`src/rtl/check_scoreboard_pkg.sv`:
```
// Shared opcode constants and opcode-class decode for the run scoreboard.
package check_scoreboard_pkg;

  localparam logic [5:0] OPC_RTYPE = 6'h00;
  localparam logic [5:0] OPC_ADDI  = 6'h08;
  localparam logic [5:0] OPC_LW    = 6'h23;
  localparam logic [5:0] OPC_SW    = 6'h2b;
  localparam logic [5:0] OPC_BEQ   = 6'h04;
  localparam logic [5:0] OPC_BNE   = 6'h05;
  localparam logic [5:0] OPC_J     = 6'h02;

  localparam int N_CLASS = 7;

  typedef enum logic [2:0] {ALU_R, ALU_I, LOAD, STORE, BRANCH, JUMP, OTHER} op_class_e;

  // ADD is R-type, so every R-type word lands in ALU_R regardless of funct.
  function automatic op_class_e op_class(input logic [5:0] opcode);
    case (opcode)
      OPC_RTYPE:        op_class = ALU_R;
      OPC_ADDI:         op_class = ALU_I;
      OPC_LW:           op_class = LOAD;
      OPC_SW:           op_class = STORE;
      OPC_BEQ, OPC_BNE: op_class = BRANCH;
      OPC_J:            op_class = JUMP;
      default:          op_class = OTHER;
    endcase
  endfunction

endpackage

```
`src/rtl/check_scoreboard_delay_line.sv`:
```
// Fixed-latency shift register carrying one issue record plus its valid bit.
module chk_delay_line #(
  parameter int WIDTH = 8,
  parameter int DEPTH = 3
) (
  input  logic             clk,
  input  logic             reset_n,
  input  logic             flush,
  input  logic             push,
  input  logic [WIDTH-1:0] din,
  output logic             tail_vld,
  output logic [WIDTH-1:0] tail_data,
  output logic             empty
);

  logic [DEPTH-1:0] vld_p;
  logic [WIDTH-1:0] data_p [DEPTH];

  always_ff @(posedge clk) begin
    if (!reset_n || flush) begin
      vld_p <= '0;
    end else begin
      vld_p[0] <= push;
      for (int i = 1; i < DEPTH; i++) vld_p[i] <= vld_p[i-1];
    end
  end

  // Data is never reset; only the valid bits qualify it.
  always_ff @(posedge clk) begin
    data_p[0] <= din;
    for (int i = 1; i < DEPTH; i++) data_p[i] <= data_p[i-1];
  end

  assign tail_vld  = vld_p[DEPTH-1];
  assign tail_data = data_p[DEPTH-1];
  assign empty     = ~|vld_p;

endmodule

```
`src/rtl/check_scoreboard.sv`:
```
// Run-level pass/fail scoreboard: delays each issue by the checker latency and
// samples OpDone for it, tracking counts, first failure and timeout/overrun.
module check_scoreboard
  import check_scoreboard_pkg::*;
#(
  parameter int CHK_LAT = 3,
  parameter int CNT_W   = 16,
  parameter int TIMEOUT = 64
) (
  input  logic             clk,
  input  logic             reset_n,
  input  logic             start,
  input  logic [CNT_W-1:0] n_expected,
  input  logic [31:0]      inst,
  input  logic             pcEn,
  input  logic             OpDone,
  output logic             busy,
  output logic             done,
  output logic             pass_all,
  output logic             timeout,
  output logic             overrun,
  output logic [CNT_W-1:0] issued_cnt,
  output logic [CNT_W-1:0] checked_cnt,
  output logic [CNT_W-1:0] fail_cnt,
  output logic [31:0]      first_fail_inst,
  output logic [CNT_W-1:0] first_fail_idx,
  output logic [6:0]       class_fail
);

  localparam int IDLE_W = $clog2(TIMEOUT + 1);

  typedef enum logic [1:0] {IDLE, RUN, DRAIN, DONE} sb_state_e;

  typedef struct packed {
    logic [31:0]      inst;
    op_class_e        cls;
    logic [CNT_W-1:0] idx;
  } sb_entry_t;

  sb_state_e        state;
  logic [CNT_W-1:0] n_exp_q;
  logic [IDLE_W-1:0] idle_cnt;
  logic             accept_start, do_push, hit_timeout, flush;
  logic             tail_vld, dl_empty;
  logic [CNT_W-1:0] issued_inc;
  sb_entry_t        push_ent, tail_ent;

  function automatic logic [CNT_W-1:0] sat_inc(input logic [CNT_W-1:0] v);
    return (&v) ? v : v + CNT_W'(1);
  endfunction

  always_comb begin
    accept_start = start && (state == IDLE || state == DONE);
    do_push      = (state == RUN) && pcEn;
    hit_timeout  = (state == RUN) && !pcEn && (idle_cnt == IDLE_W'(TIMEOUT - 1));
    flush        = accept_start || hit_timeout;
    issued_inc   = sat_inc(issued_cnt);
    push_ent     = '{inst: inst, cls: op_class(inst[31:26]), idx: issued_cnt};
  end

  chk_delay_line #(.WIDTH($bits(sb_entry_t)), .DEPTH(CHK_LAT)) u_delay (
    .clk       (clk),
    .reset_n   (reset_n),
    .flush     (flush),
    .push      (do_push),
    .din       (push_ent),
    .tail_vld  (tail_vld),
    .tail_data (tail_ent),
    .empty     (dl_empty)
  );

  always_ff @(posedge clk) begin
    if (!reset_n) begin
      state           <= IDLE;
      n_exp_q         <= '0;
      idle_cnt        <= '0;
      busy            <= 1'b0;
      done            <= 1'b0;
      pass_all        <= 1'b0;
      timeout         <= 1'b0;
      overrun         <= 1'b0;
      issued_cnt      <= '0;
      checked_cnt     <= '0;
      fail_cnt        <= '0;
      first_fail_inst <= '1;
      first_fail_idx  <= '1;
      class_fail      <= '0;
    end else begin
      case (state)
        IDLE, DONE: if (accept_start) begin
          n_exp_q         <= n_expected;
          idle_cnt        <= '0;
          busy            <= 1'b1;
          done            <= 1'b0;
          pass_all        <= 1'b0;
          timeout         <= 1'b0;
          overrun         <= 1'b0;
          issued_cnt      <= '0;
          checked_cnt     <= '0;
          fail_cnt        <= '0;
          first_fail_inst <= '1;
          first_fail_idx  <= '1;
          class_fail      <= '0;
          state           <= (n_expected == '0) ? DRAIN : RUN;
        end
        RUN: begin
          if (pcEn) begin
            issued_cnt <= issued_inc;
            idle_cnt   <= '0;
            if (issued_inc == n_exp_q) state <= DRAIN;
          end else if (hit_timeout) begin
            state   <= DONE;
            busy    <= 1'b0;
            done    <= 1'b1;
            timeout <= 1'b1;
          end else begin
            idle_cnt <= idle_cnt + IDLE_W'(1);
          end
        end
        DRAIN: begin
          if (pcEn) overrun <= 1'b1;
          // No check can land in the cycle the line is empty, so fail_cnt is final here.
          if (dl_empty) begin
            state    <= DONE;
            busy     <= 1'b0;
            done     <= 1'b1;
            pass_all <= (fail_cnt == '0);
          end
        end
        default: state <= IDLE;
      endcase

      if (tail_vld) begin
        checked_cnt <= sat_inc(checked_cnt);
        if (!OpDone) begin
          fail_cnt                <= sat_inc(fail_cnt);
          class_fail[tail_ent.cls] <= 1'b1;
          if (fail_cnt == '0) begin
            first_fail_inst <= tail_ent.inst;
            first_fail_idx  <= tail_ent.idx;
          end
        end
      end
    end
  end

endmodule

```
`config.mk`:
```
export PLATFORM = sky130hd
export DESIGN_NAME = check_scoreboard
export DESIGN_NICKNAME = d
export VERILOG_FILES = /design/src/rtl/check_scoreboard_pkg.sv /design/src/rtl/check_scoreboard_delay_line.sv /design/src/rtl/check_scoreboard.sv
export SDC_FILE = /design/constraint.sdc
export NUM_CORES = 1
export LEC_CHECK = 0
export ABC_CLOCK_PERIOD_IN_PS = 4300
export CAP_MARGIN = 20
export CORE_ASPECT_RATIO = 0.6
export CORE_MARGIN = 1.5
export CORE_UTILIZATION = 28
export CTS_CLUSTER_DIAMETER = 60
export DETAILED_ROUTE_END_ITERATION = 10
export SLEW_MARGIN = 0
export SYNTH_ARGS = -nofsm -noshare
export SYNTH_HDL_FRONTEND = slang
export SYNTH_SLANG_ARGS = --single-unit
```
`constraint.sdc`:
```
create_clock -name clk -period 4.3 [get_ports clk]
set_clock_uncertainty 0.2 [all_clocks]
set_input_delay 0.86 -clock clk [delete_from_list [all_inputs] [get_ports clk]]
set_output_delay 0.86 -clock clk [all_outputs]
set_load 0.03 [all_outputs]
```
Word-level counts from Yosys, hierarchy flattened
Memories as Yosys holds them, arrays and structs flattened.
Cells that the tools add are included.
- flip-flop bits (word level): 136
- bits in latches: 0
- RAM bits: 153
- ROM bits: 0
- input bits: 53
- memories: 1
- add/subtract/negate cells: 4
- $mul: 0
- divide/modulo/power cells: 0
- order comparisons: 2
- equal/unequal tests: 22
- shift-type cells: 0
- mux-type cells: 56
- bitwise gates (word level): 1
- reductions and logical operators: 33
- memories (memory ; depth ; bits a word ; rd ports ; clocked after Yosys merged registers in ; write ports ; line ; text):
    u_delay.data_p ; 3 ; 51 ; 3 ; 0 ; 3 ; check_scoreboard_delay_line.sv:17 ; logic [WIDTH-1:0] data_p [DEPTH];
- operator list (cell ; number):
    $mux W16 ; 16
    $mux W32 ; 5
    $mux W7 ; 8
    $add A16 B1 Y16 const B ; 3
    $reduce_and A16 Y1 ; 3
    $logic_not A16 Y1 ; 2
    $pmux W16 S2 ; 1
    $pmux W3 S6 ; 1
    $eq A16 B16 Y1 ; 1
    $reduce_and A3 Y1 ; 5
    $ne A2 B2 Y1 const B ; 7
    $pmux W7 S2 ; 1
    $eq A6 B3 Y1 const B ; 2
    $eq A6 B6 Y1 const B ; 2
    $mux W2 ; 6
    $reduce_and A4 Y1 ; 3
    $mux W1 ; 11
    $ne A3 B3 Y1 const B ; 3
    $reduce_bool A2 Y1 ; 4
    $add A7 B1 Y7 const B ; 1
    $eq A7 B6 Y1 const B ; 1
    $or A7 B7 Y7 ; 1
    $eq A6 B2 Y1 const B ; 1
    $eq A6 B4 Y1 const B ; 1
    other kinds (17) ; 29

Logic depth before layout (Yosys ltp)
Gate-level depths: netlist of the first run.
- word-level depth: 9
- depth in mapped cells: 11

Hierarchy
From an unflattened synthesis of the first run, not the netlist that was laid out.
- cells, all modules: 1056
- area, all modules: 10219.8 µm²
- modules (own cells, without submodules) (module ; times used ; cells each ; area each (µm²)):
    check_scoreboard ; 1 ; 845 ; 6682.7
    chk_delay_line ; 1 ; 211 ; 3537.1

Worst setup path after synthesis of the first run
OpenSTA, ideal clock, no wires.
- path type: register to register
- start point: register issued_cnt[1]
- end point: register state[0]
- setup time: 67 ps
- arrival time: 3173 ps
- required time: 4033 ps
- setup slack: 860 ps
- stages on the path, launching flop included: 11
- period minus slack after synthesis: 3440 ps
- path through: dfxtp_1 ha_1 nand3_1 or4_4 buf_6 mux2i_4 o21ai_1 or4_1 or4_4 a22o_1 a21oi_2
- longest elaborated chain between the ends: 5
- ends and longest elaborated chain (what ; line ; text):
    start, declared ; check_scoreboard.sv:22 ; output logic [CNT_W-1:0] issued_cnt,
    start signal, assigned ; check_scoreboard.sv:108 ; issued_cnt <= issued_inc;
    $add A16 B1 Y16 / $reduce_and A16 Y1 (equally long branches) ; check_scoreboard.sv:49 ; return (&v) ? v : v + CNT_W'(1);
    $mux W16 * ; check_scoreboard.sv:49 ;
    $eq A16 B16 Y1 * ; check_scoreboard.sv:110 ; if (issued_inc == n_exp_q) state <= DRAIN;
    $ne A3 B2 Y1 (no line) * ; -- ;
    $reduce_and A4 Y1 (no line) * ; -- ;
    end signal, assigned ; check_scoreboard.sv:104 ; state <= (n_expected == '0) ? DRAIN : RUN;
    end, declared ; check_scoreboard.sv:40 ; sb_state_e state;
Mark *: on every way between the ends. The rest lies on a longest branch, timed or not.
A chain may end at the register's enable or synchronous reset.

Worst setup path in the final report of the first run
Ends and elaborated chain as after synthesis.

==> results by group, run 1 <==
Place
  • Dpl ws: 0.4444 ns
  • Post-detail-place hpwl: 18000 um
  • PortBufs: 160
  • Routability cong.: 0.8825

Power
  • Power density cells: between 400 and 500 nW/um^2
  • Max IR drop VDD: 0.2603 mV
  • P_leak: 4.647 nW

Worst hold path
  • Worst Hold Class: flop to flop
  • Worst Hold Path Cells: 0

CTS
  • Clock Path Buffers: 3
  • CTS root buf: clkbuf_16
  • Setup bufs post-CTS: 0
  • Post-cts sizing count: 0
  • H-tree levels: 1
  • CTS Buf Count: 30
  • CTS Sinks: 289
  • Worst-Skew Late Latency: 0.55 ns
  • CTS tree: built
  • Worst-path clk slew: 0.06 ns
  • Hold Buf Count CTS: 0

Drt
  • Post-Route WL: 25850 um
  • Via count: about 7400
  • WL/cell: 16.09 um
  • Pre-Repair DR Iteration Count: 5
  • ANT nets after route: 0
  • Via density: 4.585
  • DRT iter0 DRCs: 687
  • Drc violations: 0

Setup path
  • Critical Path AT: 4.15 ns
  • Worst R2R Start: issued_cnt[1]
  • R2R setup slack: 0.43 ns
  • Startpoint types: flop
  • CP Capture Point: state[0]
  • Worst path slowest cell: or4_4
  • Worst EP required: approximately 4.6 ns
  • Critical path's largest stage delay: 0.60 ns
  • Most common cell on crit path: or4_4
  • Crit Path Class: flop to flop
  • Critical R2R Capture: state[0]
  • FF-to-FF path depth: 9
  • Cell family with most CP delay: simple AND/OR/NAND/NOR gates
  • WP buf/inv: 0
  • Worst-path cell chain: ha_1, nand3_1, or4_4, mux2i_4, o21ai_1, or4_1, or4_4, a22o_1, a21oi_2
  • Worst setup EP type: flop
  • Setup crit start: issued_cnt[1]
  • Crit-path max FO: 9
  • Critical Path Stages: 9

Flow run
  • Max-cap violations: 0

Synth
  • Fraction of registers with async set or reset after synthesis: 0
  • Register area share after synthesis: 0.6048
  • Post-synth EDFFs: 0
  • Gate Count Post-Synth: about 980
  • Yosys cell types: a little over 60
  • Mapped Nets: 1043
  • Syn_area_per_cell: 9.731 sq um
  • #FFs+latches synth: 289
  • Mapped Area: between 9000 and 10000 sq um
  • Primary FF master, synth: dfxtp_1
  • Synth Warn #: 0

STA
  • Setup slack after layout: around 0.43 ns
  • Slew headroom: 0.4716
  • RSZ-0062 raised after global routing: false
  • Setup violators final: 0
  • Fin crit period: 3.871 ns
  • Max-slew violation count: 0
  • Final period utilization: 0.9003
  • Fmax: 258.3 MHz
  • Worst slew pin tran: approximately 0.79 ns
  • Hold_ws: 0.1185 ns
  • Final number of hold-violating endpoints: 0
  • Setup TNS: 0 ns

Global route
  • Gr ovfl total: 0
  • Largest net degree at the start of global routing: 49
  • Vias in the first global route: 6869
  • Initial antenna violation count: 3
  • Total GRT Usage: 0.1440
  • First-pass GRT wire length: 40080 um

Die
  • Starting density of the core: 0.2844
  • Row cnt: 52
  • Area of the die: about 35000 sq um
  • Boundary Pins: 161
  • DIE WIDTH: 241.6 um
  • Die Span Y: 146.2 um
  • Core area: 33640 sq um

Final layout
  • Post-layout util: 0.3746
  • Area Growth Syn to Fin: 31.75%
  • Number of filler cells placed in the layout: 3352
  • Most frequent cells in the layout: dfxtp_1 (289), clkdlybuf4s50_1 (159), nor2_1 (107)
  • Final #Nets: 1184
  • Layout cells sized above 1: 0.07323
  • Most common cell after layout, fill and taps aside: dfxtp_1

Run status
  • Status: complete, no violations
-- cells by family after synthesis --
family / after synthesis / share of synthesized area
and+or+nand+nor: 362 / 0.1829
adders and majority gates: 7 / 0.009156
muxes: 12 / 0.01426
xor gates and xnor gates: 32 / 0.02930
AOI/OAI and AO/OA: 198 / 0.1194
buffers and inverters: 83 / 0.04016
DFF: 289 / 0.6048
-- per-stage QoR --
stage / std cells / total power [W] / area [sq um]
detailed placement: 1551 / 0.003626 / 11540
finish: 1607 / 0.006294 / 12600
floorplan: 983 / 0.003347 / 9565
CTS: 1606 / 0.006386 / 12600
global route: 1606 / 0.006587 / 12600
global placement: 1551 / 0.003621 / 11540
-- how the worst min path moves through the flow --
stage / from / end / slack (ns)
floorplan: u_delay.data_p[0][49] / u_delay.data_p[0][100] / 0.11
global placement: u_delay.data_p[0][32] / u_delay.data_p[0][83] / 0.11
detailed placement: u_delay.data_p[0][50] / u_delay.data_p[0][101] / 0.11
CTS: u_delay.data_p[0][50] / u_delay.data_p[0][101] / 0.12
global route: u_delay.data_p[0][28] / u_delay.data_p[0][79] / 0.12
finish: u_delay.data_p[0][54] / u_delay.data_p[0][105] / 0.12
-- area by class of cell --
type | instances | area [sq um] | area share
Sequential cell | 289 | 5786 | 0.4591
Multi-Input combinational cell | 611 | 3401 | 0.2699
Timing Repair Buffer | 178 | 1732 | 0.1374
Clock buffer | 38 | 832.0 | 0.06602
Tap cell | 459 | 574.3 | 0.04557
Clock inverter | 17 | 222.7 | 0.01767
Inverter | 14 | 52.55 | 0.004170
Antenna cell | 1 | 2.502 | 0.0001986
-- metal layers --
| layer | vias up | GRT usage | share of wire | routed length, um |
|---|---|---|---|---|
| met4 | 4 | 0.03365 | 0.021 | 548 |
| met3 | 41 | 0.05239 | 0.095 | 2468 |
| met5 | - | 0 | 0.0010 | 27 |
| li1 | 3688 | - | - | - |
| met2 | 238 | 0.1907 | 0.38 | 9774 |
| met1 | 3397 | 0.2163 | 0.50 | 13030 |
-- state kept, by name, summed over array words and instances, names as in the netlist --
| name | flops |
|---|---|
| timeout | 1 |
| first_fail_inst | 32 |
| u_delay.vld_p | 3 |
| issued_cnt | 16 |
| checked_cnt | 16 |
| class_fail | 7 |
| first_fail_idx | 16 |
| state | 2 |
| u_delay.data_p | 153 |
| overrun | 1 |
| busy | 1 |
| done | 1 |
| pass_all | 1 |
| n_exp_q | 16 |
| fail_cnt | 16 |
| idle_cnt | 7 |
-- synth_stat cells (all sizes together) (4+ instances only) --
| library cell | count | area, sq um |
|---|---|---|
| xnor2 | 22 | 192.7 |
| nand2b | 5 | 31.28 |
| a211oi | 4 | 30.03 |
| nor2b | 5 | 31.28 |
| nand2 | 81 | 304.0 |
| o31ai | 7 | 52.55 |
| inv | 14 | 52.55 |
| or3 | 7 | 43.79 |
| a22oi | 6 | 45.04 |
| clkbuf | 43 | 161.4 |
| mux2i | 9 | 102.6 |
| buf | 26 | 170.2 |
| and3 | 16 | 100.1 |
| a32oi | 4 | 35.03 |
| xor2 | 10 | 87.58 |
| a31oi | 7 | 43.79 |
| and4 | 7 | 62.56 |
| nor4 | 14 | 87.58 |
| nor2 | 107 | 401.6 |
| nand4 | 14 | 102.6 |
| ha | 7 | 87.58 |
| a21oi | 54 | 274.0 |
| o21ai | 90 | 450.4 |
| and2 | 9 | 56.30 |
| nand3 | 25 | 125.1 |
| dfxtp | 289 | 5786 |
| o21a | 4 | 30.03 |
| o211ai | 4 | 30.03 |
| nor3 | 61 | 305.3 |
-- where the power goes --
part / switching, W / internal [W] / leakage [nW]
clock: 0.00110 / 0.00163 / 0.513
sequential: 0.0000701 / 0.00279 / 2.37
combinational: 0.000454 / 0.000252 / 1.76
total: 0.00162 / 0.00467 / 4.65
(Power assumes the default switching activity.)
==> run 2: changes to the inputs <==
--- a/config.mk
+++ b/config.mk
@@ -7,11 +7,11 @@
 export LEC_CHECK = 0
 export ABC_CLOCK_PERIOD_IN_PS = 4300
 export CAP_MARGIN = 20
-export CORE_ASPECT_RATIO = 0.6
 export CORE_MARGIN = 1.5
 export CORE_UTILIZATION = 28
 export CTS_CLUSTER_DIAMETER = 60
 export DETAILED_ROUTE_END_ITERATION = 10
+export DONT_BUFFER_PORTS = 1
 export SLEW_MARGIN = 0
 export SYNTH_ARGS = -nofsm -noshare
 export SYNTH_HDL_FRONTEND = slang
==> results by group, run 2 (synthesis results as in run 1) <==
STA
  • Fin crit period: 3.666 ns
  • Hold_ws: 0.1136 ns
  • Worst slew pin tran: 0.8633 ns
  • Fmax: 272.8 MHz
  • Setup violators final: 0
  • Setup slack after layout: 0.6344 ns
  • Final period utilization: 0.8525
  • Final number of hold-violating endpoints: 0
  • Slew headroom: 0.4238
  • RSZ-0062 raised after global routing: false
  • Setup TNS: 0 ns
  • Max-slew violation count: 0

Global route
  • Gr ovfl total: 0
  • Met1 usage: 0.1624
  • First-pass GRT wire length: 36880 um
  • Vias in the first global route: about 6600
  • Largest net degree at the start of global routing: between 50 and 60
  • M2 GR Usage: 0.2101
  • Busiest grt layer: met2
  • Initial antenna violation count: 0
  • Total GRT Usage: 0.1305
  • GRT met3 Usage: 0.04380

Final layout
  • Most common cell after layout, fill and taps aside: dfxtp_1
  • Final #Nets: 1040
  • Most frequent cells in the layout: dfxtp_1 (289), nor2_1 (107), o21ai_0 (88)
  • N_diodes: 0
  • Area occupied by multi-input gates: 3401 sq um
  • Top reg by flops: u_delay.data_p
  • Top Registers: u_delay.data_p x153, first_fail_inst x32
  • Fin cells: around 1500
  • Largest register FFs: 153
  • Number of filler cells placed in the layout: 3353
  • Layout cells sized above 1: 0.1043
  • Area Growth Syn to Fin: 18.56%
  • Reg area: 5786 sq um

Place
  • Dpl ws: 0.6944 ns
  • PortBufs: 0
  • Routability cong.: 0.8797
  • Post-Place Cells: 1387
  • Post-detail-place hpwl: 15610 um

Setup path
  • Crit-path max FO: 10
  • FF-to-FF path depth: 8
  • Worst EP required: 4.54 ns
  • Critical path's largest stage delay: 0.71 ns
  • Worst setup EP type: flop
  • Crit Path Class: flop to flop
  • Worst-path cell chain: nand4_4, nor4_1, nor2_1, xnor2_1, or4_1, or4_4, a22o_1, a21oi_2
  • Critical Path AT: 3.90 ns
  • Worst path slowest cell: dfxtp_1
  • Startpoint types: flop

CTS
  • CTS root buf: clkbuf_16
  • CTS tree: built
  • H-tree levels: 2
  • Hold Buf Count CTS: 0
  • Setup bufs post-CTS: 0
  • Worst-Skew Late Latency: 0.52 ns
  • CTS Sinks: 289
  • Post-cts sizing count: 0
  • Worst-path clk slew: around 0.06 ns
  • Clock Path Buffers: 3
  • CTS Buf Count: 38

Drt
  • Pre-Repair DR Iteration Count: 5
  • ANT nets after route: 0
  • Via density: 4.751
  • WL/cell: 16.13 um
  • Via count: around 6900
  • DRT iter0 DRCs: 504
  • Drc violations: 0
  • Post-Route WL: about 23000 um

Power
  • Power, Total: 0.006718 W
  • P_leak: around 4.2 nW
  • Power density cells: 592.3 nW/um^2
  • Max IR drop VDD: 0.3310 mV

Run status
  • Status: complete, no violations

Die
  • Core area: 33620 sq um
  • Area of the die: 35280 sq um
  • Die Span Y: 187.8 um
  • Row cnt: 67
  • Starting density of the core: 0.2845
  • Boundary Pins: 161
  • DIE WIDTH: 187.8 um

Flow run
  • Max-cap violations: 0

Worst hold path
  • Worst Hold Class: flop to flop
  • Worst Hold Path Cells: 0
## run 2: layer usage
| layer | vias to the layer above | part of all wire | wire (um) |
|---|---|---|---|
| met3 | 41 | 0.083 | 1945 |
| li1 | 3410 | - | - |
| met4 | 0 | 0.021 | 498 |
| met1 | 3206 | 0.43 | 10140 |
| met2 | 255 | 0.46 | 10880 |
| met5 | - | 0 | 0 |
## run 2: layout make-up
| class | instances | share of cell area |
|---|---|---|
| Tap cell | 448 | 0.04943 |
| Timing Repair Buffer | 26 | 0.01831 |
| Inverter | 14 | 0.004634 |
| Sequential cell | 289 | 0.5101 |
| Multi-Input combinational cell | 611 | 0.2999 |
| Clock buffer | 44 | 0.09036 |
| Clock inverter | 23 | 0.02725 |
## run 2: worst paths after layout
check                          from                     end  slack, ns
max                  issued_cnt[14]                state[0]       0.63
min          u_delay.data_p[0][100]  u_delay.data_p[0][151]       0.11
max reg2reg          issued_cnt[14]                state[0]       0.63
min reg2reg  u_delay.data_p[0][100]  u_delay.data_p[0][151]       0.11
## run 2: critical path, delay by kind of cell, from the launching register on
| family | cells | cell delay [ns] |
|---|---|---|
| DFF | 1 | 0.71 |
| and+or+nand+nor | 5 | 2.12 |
| xor gates and xnor gates | 1 | 0.17 |
| AOI/OAI and AO/OA | 2 | 0.38 |
## run 2: stage by stage
stage,util,instance area [sq um]
finish,0.3374,11340
global route,0.3374,11340
CTS,0.3368,11320
detailed placement,0.2971,9987
global placement,0.2971,9987
floorplan,-,9565
## run 2: power breakdown
part	total [W]	switching (W)	internal (W)	leakage [nW]
combinational	0.000570	0.000387	0.000183	1.20
clock	0.00326	0.00122	0.00204	0.660
sequential	0.00288	0.0000899	0.00279	2.37
total	0.00672	0.00170	0.00502	4.23
